### src/rtl/squarewave_pkg.sv
`default_nettype none
// ============================================================================
//  Module      : squarewave_pkg
//  Description : Shared tile geometry, pattern width and pattern-load FSM
//                state type for the square-wave pixel generator.
//  Revision    : 1.0 - initial release
// ============================================================================
package squarewave_pkg;

    localparam int TILE_W = 8;    // pixels per tile horizontally
    localparam int TILE_H = 64;   // rows in the waveform band
    localparam int PAT_W  = 16;   // tiles per repeat (pattern bits)

    // Pattern-load handshake states
    typedef enum logic [0:0] {
        IDLE    = 1'b0,
        PENDING = 1'b1
    } pat_state_t;

    // Rotate a pattern one position towards the MSB, wrapping the MSB to bit 0
    function automatic logic [PAT_W-1:0] rotl1(input logic [PAT_W-1:0] v);
        return {v[PAT_W-2:0], v[PAT_W-1]};
    endfunction

endpackage
`default_nettype wire

### src/rtl/sqw_pattern_reg.sv
`default_nettype none
// ============================================================================
//  Module      : sqw_pattern_reg
//  Description : Double-buffered waveform pattern. A write lands in a shadow
//                register and is committed to the active pattern on the next
//                frame_tick, so the displayed pattern never changes mid-frame.
//                Optional scroll (macro SQW_SCROLL_EN): rotates the active
//                pattern left by one every SCROLL_DIV frames.
//  Revision    : 1.0 - initial release
// ============================================================================
module sqw_pattern_reg
    import squarewave_pkg::*;
#(
    parameter int SCROLL_DIV = 4
) (
    input  logic             clk,
    input  logic             rst_n,
    input  logic             frame_tick,
    input  logic             pattern_wr,
    input  logic [PAT_W-1:0] pattern_din,
    output logic             pattern_ready,
    output logic [PAT_W-1:0] pattern
);

    pat_state_t       state;
    pat_state_t       state_nxt;
    logic             load_shadow;
    logic             commit;
    logic [PAT_W-1:0] shadow;

    // FSM state register
    always_ff @(posedge clk or negedge rst_n) begin
        if (!rst_n) begin
            state <= IDLE;
        end else begin
            state <= state_nxt;
        end
    end

    // Next state and handshake decode; a write is accepted only in IDLE, and
    // a frame_tick arriving with that write does not commit until the next one
    always_comb begin
        state_nxt     = state;
        pattern_ready = 1'b0;
        load_shadow   = 1'b0;
        commit        = 1'b0;
        case (state)
            IDLE: begin
                pattern_ready = 1'b1;
                if (pattern_wr) begin
                    load_shadow = 1'b1;
                    state_nxt   = PENDING;
                end
            end
            PENDING: begin
                if (frame_tick) begin
                    commit    = 1'b1;
                    state_nxt = IDLE;
                end
            end
            default: begin
                state_nxt = IDLE;
            end
        endcase
    end

    // Shadow capture of the incoming pattern
    always_ff @(posedge clk or negedge rst_n) begin
        if (!rst_n) begin
            shadow <= '0;
        end else if (load_shadow) begin
            shadow <= pattern_din;
        end
    end

`ifdef SQW_SCROLL_EN
    localparam int CNT_W = (SCROLL_DIV > 1) ? $clog2(SCROLL_DIV) : 1;
    localparam logic [CNT_W-1:0] CNT_LAST = CNT_W'(SCROLL_DIV - 1);

    logic [CNT_W-1:0] scroll_cnt;

    // Active pattern with frame-rate scroll; a commit wins over a rotate and
    // restarts the frame count so a fresh pattern is shown for a full period
    always_ff @(posedge clk or negedge rst_n) begin
        if (!rst_n) begin
            pattern    <= '0;
            scroll_cnt <= '0;
        end else if (commit) begin
            pattern    <= shadow;
            scroll_cnt <= '0;
        end else if (frame_tick) begin
            if (scroll_cnt == CNT_LAST) begin
                scroll_cnt <= '0;
                pattern    <= rotl1(pattern);
            end else begin
                scroll_cnt <= scroll_cnt + 1'b1;
            end
        end
    end
`else
    // Active pattern, static between commits
    always_ff @(posedge clk or negedge rst_n) begin
        if (!rst_n) begin
            pattern <= '0;
        end else if (commit) begin
            pattern <= shadow;
        end
    end
`endif

endmodule
`default_nettype wire

### src/rtl/squarewave_pixel_gen.sv
`default_nettype none
// ============================================================================
//  Module      : squarewave_pixel_gen
//  Description : Draws a 16-tile repeating square wave in a 64-row screen band.
//                Each 8-pixel tile is looked up in an external tile ROM using
//                the current and previous pattern bits plus the band row, so
//                edges between levels can be drawn by the ROM. Two-cycle
//                pixel-to-rgb latency. Optional scroll via SQW_SCROLL_EN.
//  Revision    : 1.0 - initial release
// ============================================================================
module squarewave_pixel_gen
    import squarewave_pkg::*;
#(
    parameter int          Y_TOP      = 208,
    parameter logic [11:0] FG_RGB     = 12'hFFF,
    parameter logic [11:0] BG_RGB     = 12'h000,
    parameter int          SCROLL_DIV = 4
) (
    input  logic             clk,
    input  logic             rst_n,
    input  logic [9:0]       pixel_x,
    input  logic [9:0]       pixel_y,
    input  logic             video_on,
    input  logic             frame_tick,
    input  logic             pattern_wr,
    input  logic [PAT_W-1:0] pattern_din,
    output logic             pattern_ready,
    output logic [7:0]       rom_addr,
    input  logic [7:0]       rom_data,
    output logic [11:0]      rgb
);

    localparam int COL_W = $clog2(TILE_W);
    localparam int IDX_W = $clog2(PAT_W);
    localparam int ROW_W = $clog2(TILE_H);

    logic [PAT_W-1:0] pattern;
    logic [IDX_W-1:0] idx;
    logic [IDX_W-1:0] idx_prev;
    logic [9:0]       row_full;
    logic             in_band;
    logic [2:0]       unused_x;

    logic [COL_W-1:0] col_q;
    logic             in_band_q;
    logic             video_on_q;

    sqw_pattern_reg #(
        .SCROLL_DIV (SCROLL_DIV)
    ) u_pattern_reg (
        .clk           (clk),
        .rst_n         (rst_n),
        .frame_tick    (frame_tick),
        .pattern_wr    (pattern_wr),
        .pattern_din   (pattern_din),
        .pattern_ready (pattern_ready),
        .pattern       (pattern)
    );

    // Tile index repeats every 128 pixels; the upper x bits select nothing
    assign idx      = pixel_x[COL_W +: IDX_W];
    assign idx_prev = idx - 1'b1;
    assign unused_x = pixel_x[9:COL_W+IDX_W];

    // Band row; wraps harmlessly outside the band since in_band masks it
    assign row_full = pixel_y - 10'(Y_TOP);

    assign in_band = video_on
                  && ({1'b0, pixel_y} >= 11'(Y_TOP))
                  && ({1'b0, pixel_y} <= 11'(Y_TOP + TILE_H - 1));

    assign rom_addr = {pattern[idx_prev], pattern[idx], row_full[ROW_W-1:0]};

    // Stage 1: carry pixel context alongside the ROM read
    always_ff @(posedge clk or negedge rst_n) begin
        if (!rst_n) begin
            col_q      <= '0;
            in_band_q  <= 1'b0;
            video_on_q <= 1'b0;
        end else begin
            col_q      <= pixel_x[COL_W-1:0];
            in_band_q  <= in_band;
            video_on_q <= video_on;
        end
    end

    // Stage 2: pick the pixel colour from the ROM row (MSB = leftmost pixel)
    always_ff @(posedge clk or negedge rst_n) begin
        if (!rst_n) begin
            rgb <= '0;
        end else if (!video_on_q) begin
            rgb <= '0;
        end else if (in_band_q && rom_data[3'(TILE_W - 1) - col_q]) begin
            rgb <= FG_RGB;
        end else begin
            rgb <= BG_RGB;
        end
    end

endmodule
`default_nettype wire

### config.mk
export PLATFORM = sky130hd
export DESIGN_NAME = squarewave_pixel_gen
export DESIGN_NICKNAME = d
export VERILOG_FILES = /design/src/rtl/squarewave_pkg.sv /design/src/rtl/sqw_pattern_reg.sv /design/src/rtl/squarewave_pixel_gen.sv
export SDC_FILE = /design/constraint.sdc
export NUM_CORES = 1
export LEC_CHECK = 0
export CELL_PAD_IN_SITES_DETAIL_PLACEMENT = 0
export CELL_PAD_IN_SITES_GLOBAL_PLACEMENT = 1
export CORE_AREA = 2 2 74 76
export CTS_BUF_LIST = sky130_fd_sc_hd__clkbuf_8
export CTS_CLUSTER_DIAMETER = 150
export DETAILED_ROUTE_END_ITERATION = 6
export DIE_AREA = 0 0 76 78
export PLACE_DENSITY = 0.92
export SLEW_MARGIN = 20
export SYNTH_ARGS = -nofsm -noshare
export SYNTH_HDL_FRONTEND = slang
export SYNTH_SLANG_ARGS = --single-unit
### constraint.sdc
create_clock -name clk -period 6 [get_ports clk]
set_input_delay 1.8 -clock clk [delete_from_list [all_inputs] [get_ports clk]]
set_output_delay 1.8 -clock clk [all_outputs]
set_load 0.01 [all_outputs]
==> results of run 1 <==
==> logic make-up after synthesis <==
logic type / Yosys count / synth area share
AOI/OAI and AO/OA: 3 / 0.0110
xor gates and xnor gates: 2 / 0.00906
adders and majority gates: 3 / 0.0194
buffers and inverters: 26 / 0.0880
DFF: 39 / 0.505
muxes: 45 / 0.341
and+or+nand+nor: 10 / 0.0265
==> state kept, by name, summed over array words and instances, names as in the netlist <==
register               flops
u_pattern_reg.pattern     16
u_pattern_reg.shadow      16
col_q                      3
in_band_q                  1
rgb                        1
u_pattern_reg.state        1
video_on_q                 1
==> report_power, final <==
| part | internal (mW) | switching (mW) | total [mW] | leakage [nW] |
|---|---|---|---|---|
| Combinational | 0.155 | 0.0596 | 0.215 | 0.577 |
| Sequential | 0.336 | 0.0472 | 0.384 | 0.461 |
| Clock | 0.0780 | 0.0828 | 0.161 | 0.0505 |
| Total | 0.569 | 0.190 | 0.759 | 1.09 |
==> how the worst max path moves through the flow <==
| stage | endpoint | slack [ns] | depth (start not counted) |
|---|---|---|---|
| after floorplan | rom_addr[7] | 1.15 | 5 |
| after global placement | rom_addr[6] | 0.15 | 4 |
| after detailed placement | rom_addr[6] | 0.16 | 4 |
| after CTS | rom_addr[6] | 0.15 | 4 |
| after global routing | rom_addr[6] | 0.11 | 4 |
| final | rom_addr[6] | 0.18 | 4 |
==> cells in the mapped netlist (2+ instances only) <==
library cell / instances
mux2_2: 32
mux4_1: 5
xor2_1: 2
mux4_2: 7
nand2_1: 3
inv_1: 6
clkbuf_1: 2
buf_6: 2
nor2_1: 3
ha_1: 3
dfrtp_1: 39
buf_4: 15
==> area by class of cell <==
cell class / count / share of cell area
Sequential cell: 39 / 0.372
Clock inverter: 3 / 0.00477
Tap cell: 70 / 0.0334
Timing Repair Buffer: 68 / 0.255
Clock buffer: 5 / 0.0262
Inverter: 6 / 0.00858
Multi-Input combinational cell: 63 / 0.300
==> worst reg2reg max path: cells and delay by family (launching register included) <==
| kind | cells | cell delay, ns |
|---|---|---|
| flops | 1 | 0.39 |
| mux | 1 | 0.41 |
| simple gates | 1 | 0.51 |
==> layer usage <==
metal / wire length, um / share of wire
met4: 89 / 0.026
met2: 1740 / 0.50
met1: 1490 / 0.43
met3: 129 / 0.037
met5: 0 / 0
==> results.toml, run 1 <==
[critical_path]
cp-startpoint = "pixel_x[5]"
critPathArrivalTime_ns = 4.02
path_buf_inv = 2
crit_chain = "clkdlybuf4s50_1 > mux4_1 > mux4_2 > clkdlybuf4s50_1"
critPathMostFrequentCell = "clkdlybuf4s50_1"
cp_max_fo = 6
rr_endpoint = "u_pattern_reg.pattern[8]$_DFFE_PN0P_"
rrSetupSlack_ns = 4.57
r2r_cells = 2
cp_data_required_time_ns = 4.20
cp-end-kind = "output pin"
path_class = "in2out"
r2r_start = "u_pattern_reg.state$_DFF_PN0_"
worstSetupStartpointType = "input port"
max_stage_delay_ns = 0.67
path_delay_family = "buffers and inverters"
cp_slowest_cell = "clkdlybuf4s50_1"

[logic_synthesis]
ys_seq_area_frac = 0.505
yosys_warnings = 0
synth_edf_count = 0
synth_top_area_cell = "dfrtp_1"
synth_cell_types = 21
synth_top_area_share = 0.505
synth_cells = 128
ys_async_sr_fraction = 1.00
syn-num-nets = 180
synth_seq_cells = 39
avgSynthCellArea_um2 = 15.1
synth_flop_cell = "dfrtp_1"
yosys-top-cells-area = "dfrtp_1 (50%), mux2_2 (19%), mux4_2 (8.2%)"
syn-cell-area_mm2 = 0.00193

[flow_run]
cap_violations = 0

[routing]
ant_nets = 0
drtIter0Drc = 58
drc = 0
first_pass_iters = 4
routed_via_density = 4.59
vias = 1165
wl_per_cell_um = 13.6
totalWireLength_mm = 3.45

[power_and_ir_drop]
total_power_uw = 759
ir_drop_mv = 0.100
powerDensity_mw_per_mm2 = 289
leakage_nw = 1.09

[sta]
report.final.setup_viol = 0
slew_violations = 0
final.setup.tns_ns = 0
finalClockSkew_ns = 0.00449
rsz0062_at_grt = "no"
slew_headroom = 0.440
finalHoldWorstSlack_ns = 0.501
max_freq_mhz = 172
worst_slew_pin_slew_ns = 0.840
fin_crit_sh = 0.970
finalCriticalPeriod_ns = 5.82
hold_viol_final = 0
layout_setup_ws_ns = 0.178

[layout]
mostFrequentLayoutCell = "clkdlybuf4s50_1"
final_cell_count_no_fill = 254
post_route_cells_drive_above_1_share = 0.261
area_growth_pct = 35.8
nFillCells = 427
n_antenna_cell = 0
multi_input_area_um2 = 787
nets = 235
fin_area_mm2 = 0.00263
final_cell_mix = "clkdlybuf4s50_1 (65), dfrtp_1 (39), mux2_2 (32)"
regArea_um2 = 976
final_util = 0.521

[placed_design]
gp_congestion = 0.745
dpl_cell_area_mm2 = 0.00254
pre_cts_ws_ns = 0.155
place_inst = 246
port_buffers = 66
hpwl_mm = 2.64

[cts]
cts_tree = "yes"
cts_setup_buffers = 0
path_clk_slew_ns = 0.07
hold_buffers = 0
htreeDepth = 2
cts_resized = 0
cts_buffers = 5
clock_path_buffers = 2
cts.sink_count = 39
cts_root_buf = "clkbuf_8"
clock_latency_ns = 0.28

[die]
ios = 70
initial_core_util = 0.383
die_w_um = 76
dieArea_mm2 = 0.00593
die_y_um = 78
placementRows = 26
core_area_mm2 = 0.00504

[hold_path]
hold_class = "reg2reg"
min_from = "u_pattern_reg.shadow[15]$_DFFE_PN0P_"
whs_path_depth = 1
hold_path_end = "u_pattern_reg.pattern[15]$_DFFE_PN0P_"

[grt]
use_met1 = 0.154
top_usage_layer = "met2"
grtUsageTotal = 0.125
grt_pass1_wl_mm = 5.82
first_global_vias = 1186
met2_usage = 0.202
grt_max_degree = 40
overflow = 0
grt_antenna_before_repair = 0
use_met3 = 0.0314

[status]
outcome = "finished clean"
Power figures use the tool's default switching activity.
==> run 2, diff against run 1 <==
--- a/config.mk
+++ b/config.mk
@@ -7,11 +7,11 @@
 export LEC_CHECK = 0
 export CELL_PAD_IN_SITES_DETAIL_PLACEMENT = 0
 export CELL_PAD_IN_SITES_GLOBAL_PLACEMENT = 1
-export CORE_AREA = 2 2 74 76
+export CORE_AREA = 3 3 75 77
 export CTS_BUF_LIST = sky130_fd_sc_hd__clkbuf_8
 export CTS_CLUSTER_DIAMETER = 150
 export DETAILED_ROUTE_END_ITERATION = 6
-export DIE_AREA = 0 0 76 78
+export DIE_AREA = 0 0 78 80
 export PLACE_DENSITY = 0.92
 export SLEW_MARGIN = 20
 export SYNTH_ARGS = -nofsm -noshare
==> run 2 against run 1 <==
Core utilization down 0.33 points. Sequential share of layout area unchanged. Hold slack worse by 0.0044 ns. Cell area unchanged. First-iteration DRC count up 17%. Die area up 5.3%. Non-clock buffer count unchanged. Critical path type unchanged.
==> results.toml, run 2 (synthesized netlist as in run 1, its figures left out) <==
[die]
die_w_um = 78
ios = 70
initial_core_util = 0.381
dieArea_mm2 = 0.00624
placementRows = 26
die_y_um = 80
core_area_mm2 = 0.00507

[sta]
rsz0062_at_grt = "no"
fin_crit_sh = 0.971
slew_violations = 0
finalCriticalPeriod_ns = 5.83
final.setup.tns_ns = 0
report.final.setup_viol = 0
max_freq_mhz = 172
slew_headroom = 0.427
finalClockSkew_ns = 0.00210
hold_viol_final = 0
worst_slew_pin_slew_ns = 0.860

[critical_path]
path_class = "in2out"
critPathMostFrequentCell = "clkdlybuf4s50_1"
critPathArrivalTime_ns = 4.03
cp_data_required_time_ns = 4.20
rr_endpoint = "u_pattern_reg.pattern[11]$_DFFE_PN0P_"
crit_chain = "clkdlybuf4s50_1 > mux4_1 > mux4_2 > clkdlybuf4s50_1"
cp_slowest_cell = "clkdlybuf4s50_1"
worstSetupStartpointType = "input port"
r2r_cells = 2
cp_max_fo = 6
cp-end-kind = "output pin"
rrSetupSlack_ns = 4.56
max_stage_delay_ns = 0.68
r2r_start = "u_pattern_reg.state$_DFF_PN0_"

[cts]
cts_setup_buffers = 0
clock_latency_ns = 0.29
cts.sink_count = 39
cts_buffers = 5
htreeDepth = 2
clock_path_buffers = 2
path_clk_slew_ns = 0.07
cts_resized = 0
cts_tree = "yes"
cts_root_buf = "clkbuf_8"
hold_buffers = 0

[layout]
multi_input_area_um2 = 787
final_cell_mix = "clkdlybuf4s50_1 (65), dfrtp_1 (39), mux2_2 (32)"
area_growth_pct = 35.8
post_route_cells_drive_above_1_share = 0.261
n_antenna_cell = 0
final_util = 0.517
top_regs = "u_pattern_reg.pattern: 16 flops, u_pattern_reg.shadow: 16 flops, col_q: 3 flops"
nFillCells = 450
nets = 235
mostFrequentLayoutCell = "clkdlybuf4s50_1"
regArea_um2 = 976

[power_and_ir_drop]
leakage_nw = 1.09
ir_drop_mv = 0.105
powerDensity_mw_per_mm2 = 290

[placed_design]
gp_congestion = 0.776
port_buffers = 66
hpwl_mm = 2.75

[grt]
grtUsageTotal = 0.125
grt_pass1_wl_mm = 6.04
grt_antenna_before_repair = 0
use_met3 = 0.0237
top_usage_layer = "met2"
first_global_vias = 1221
grt_max_degree = 40
use_met1 = 0.143
met2_usage = 0.221
overflow = 0

[routing]
vias = 1201
drtIter0Drc = 68
ant_nets = 0
totalWireLength_mm = 3.61
wl_per_cell_um = 14.2
routed_via_density = 4.73
drc = 0
first_pass_iters = 4

[hold_path]
hold_path_end = "rgb[10]$_DFF_PN0_"
min_from = "in_band_q$_DFF_PN0_"
hold_class = "reg2reg"
whs_path_depth = 2

[flow_run]
cap_violations = 0

[status]
outcome = "finished clean"
run 2: cell counts in the layout (fill, tap and decap cells not counted):
Identical to the previous run, type by type.
run 2: report_power, final:
part	switching (mW)	total, mW	internal, mW
registers	0.0476	0.384	0.336
logic	0.0598	0.215	0.155
clock network	0.0846	0.163	0.0780
total	0.192	0.761	0.569
run 2: critical path, delay by kind of cell:
family,cells,cell delay [ns]
buffers and inverters,2,1.17
multiplexers,2,1.06
run 2: cell type report:
cell class	instances	area share
clock buffer	5	0.0262
inverter	6	0.00858
tap	70	0.0334
clock inverter	3	0.00477
sequential	39	0.372
multi-input combinational	63	0.300
timing repair buffer	68	0.255
run 2: routing by layer:
layer | vias up | routed length (um)
met4 | 0 | 89
met3 | 7 | 146
met2 | 31 | 1940
li1 | 560 | -
met1 | 603 | 1430
met5 | - | 0
run 2: worst max-delay path by stage:
stage	startpoint	endpoint	slack, ns	cells past startpoint
after floorplan	pixel_x[3]	rom_addr[7]	1.15	5
after global placement	pixel_x[5]	rom_addr[6]	0.16	4
after detailed placement	pixel_x[5]	rom_addr[6]	0.16	4
after CTS	pixel_x[5]	rom_addr[6]	0.15	4
after global routing	pixel_x[5]	rom_addr[6]	0.05	4
final	pixel_x[5]	rom_addr[6]	0.17	4
run 2: metrics by stage:
stage / instance area [um2] / hold WS, ns / power [mW] / instances / setup slack, ns
floorplan: 1930 / 0.460 / 0.518 / 128 / 1.15
global placement: 2540 / 0.487 / 0.599 / 246 / 0.163
detailed placement: 2540 / 0.490 / 0.608 / 246 / 0.158
CTS: 2630 / 0.502 / 0.773 / 254 / 0.152
global route: 2630 / 0.520 / 0.808 / 254 / 0.0540
finish: 2630 / 0.497 / 0.761 / 254 / 0.172
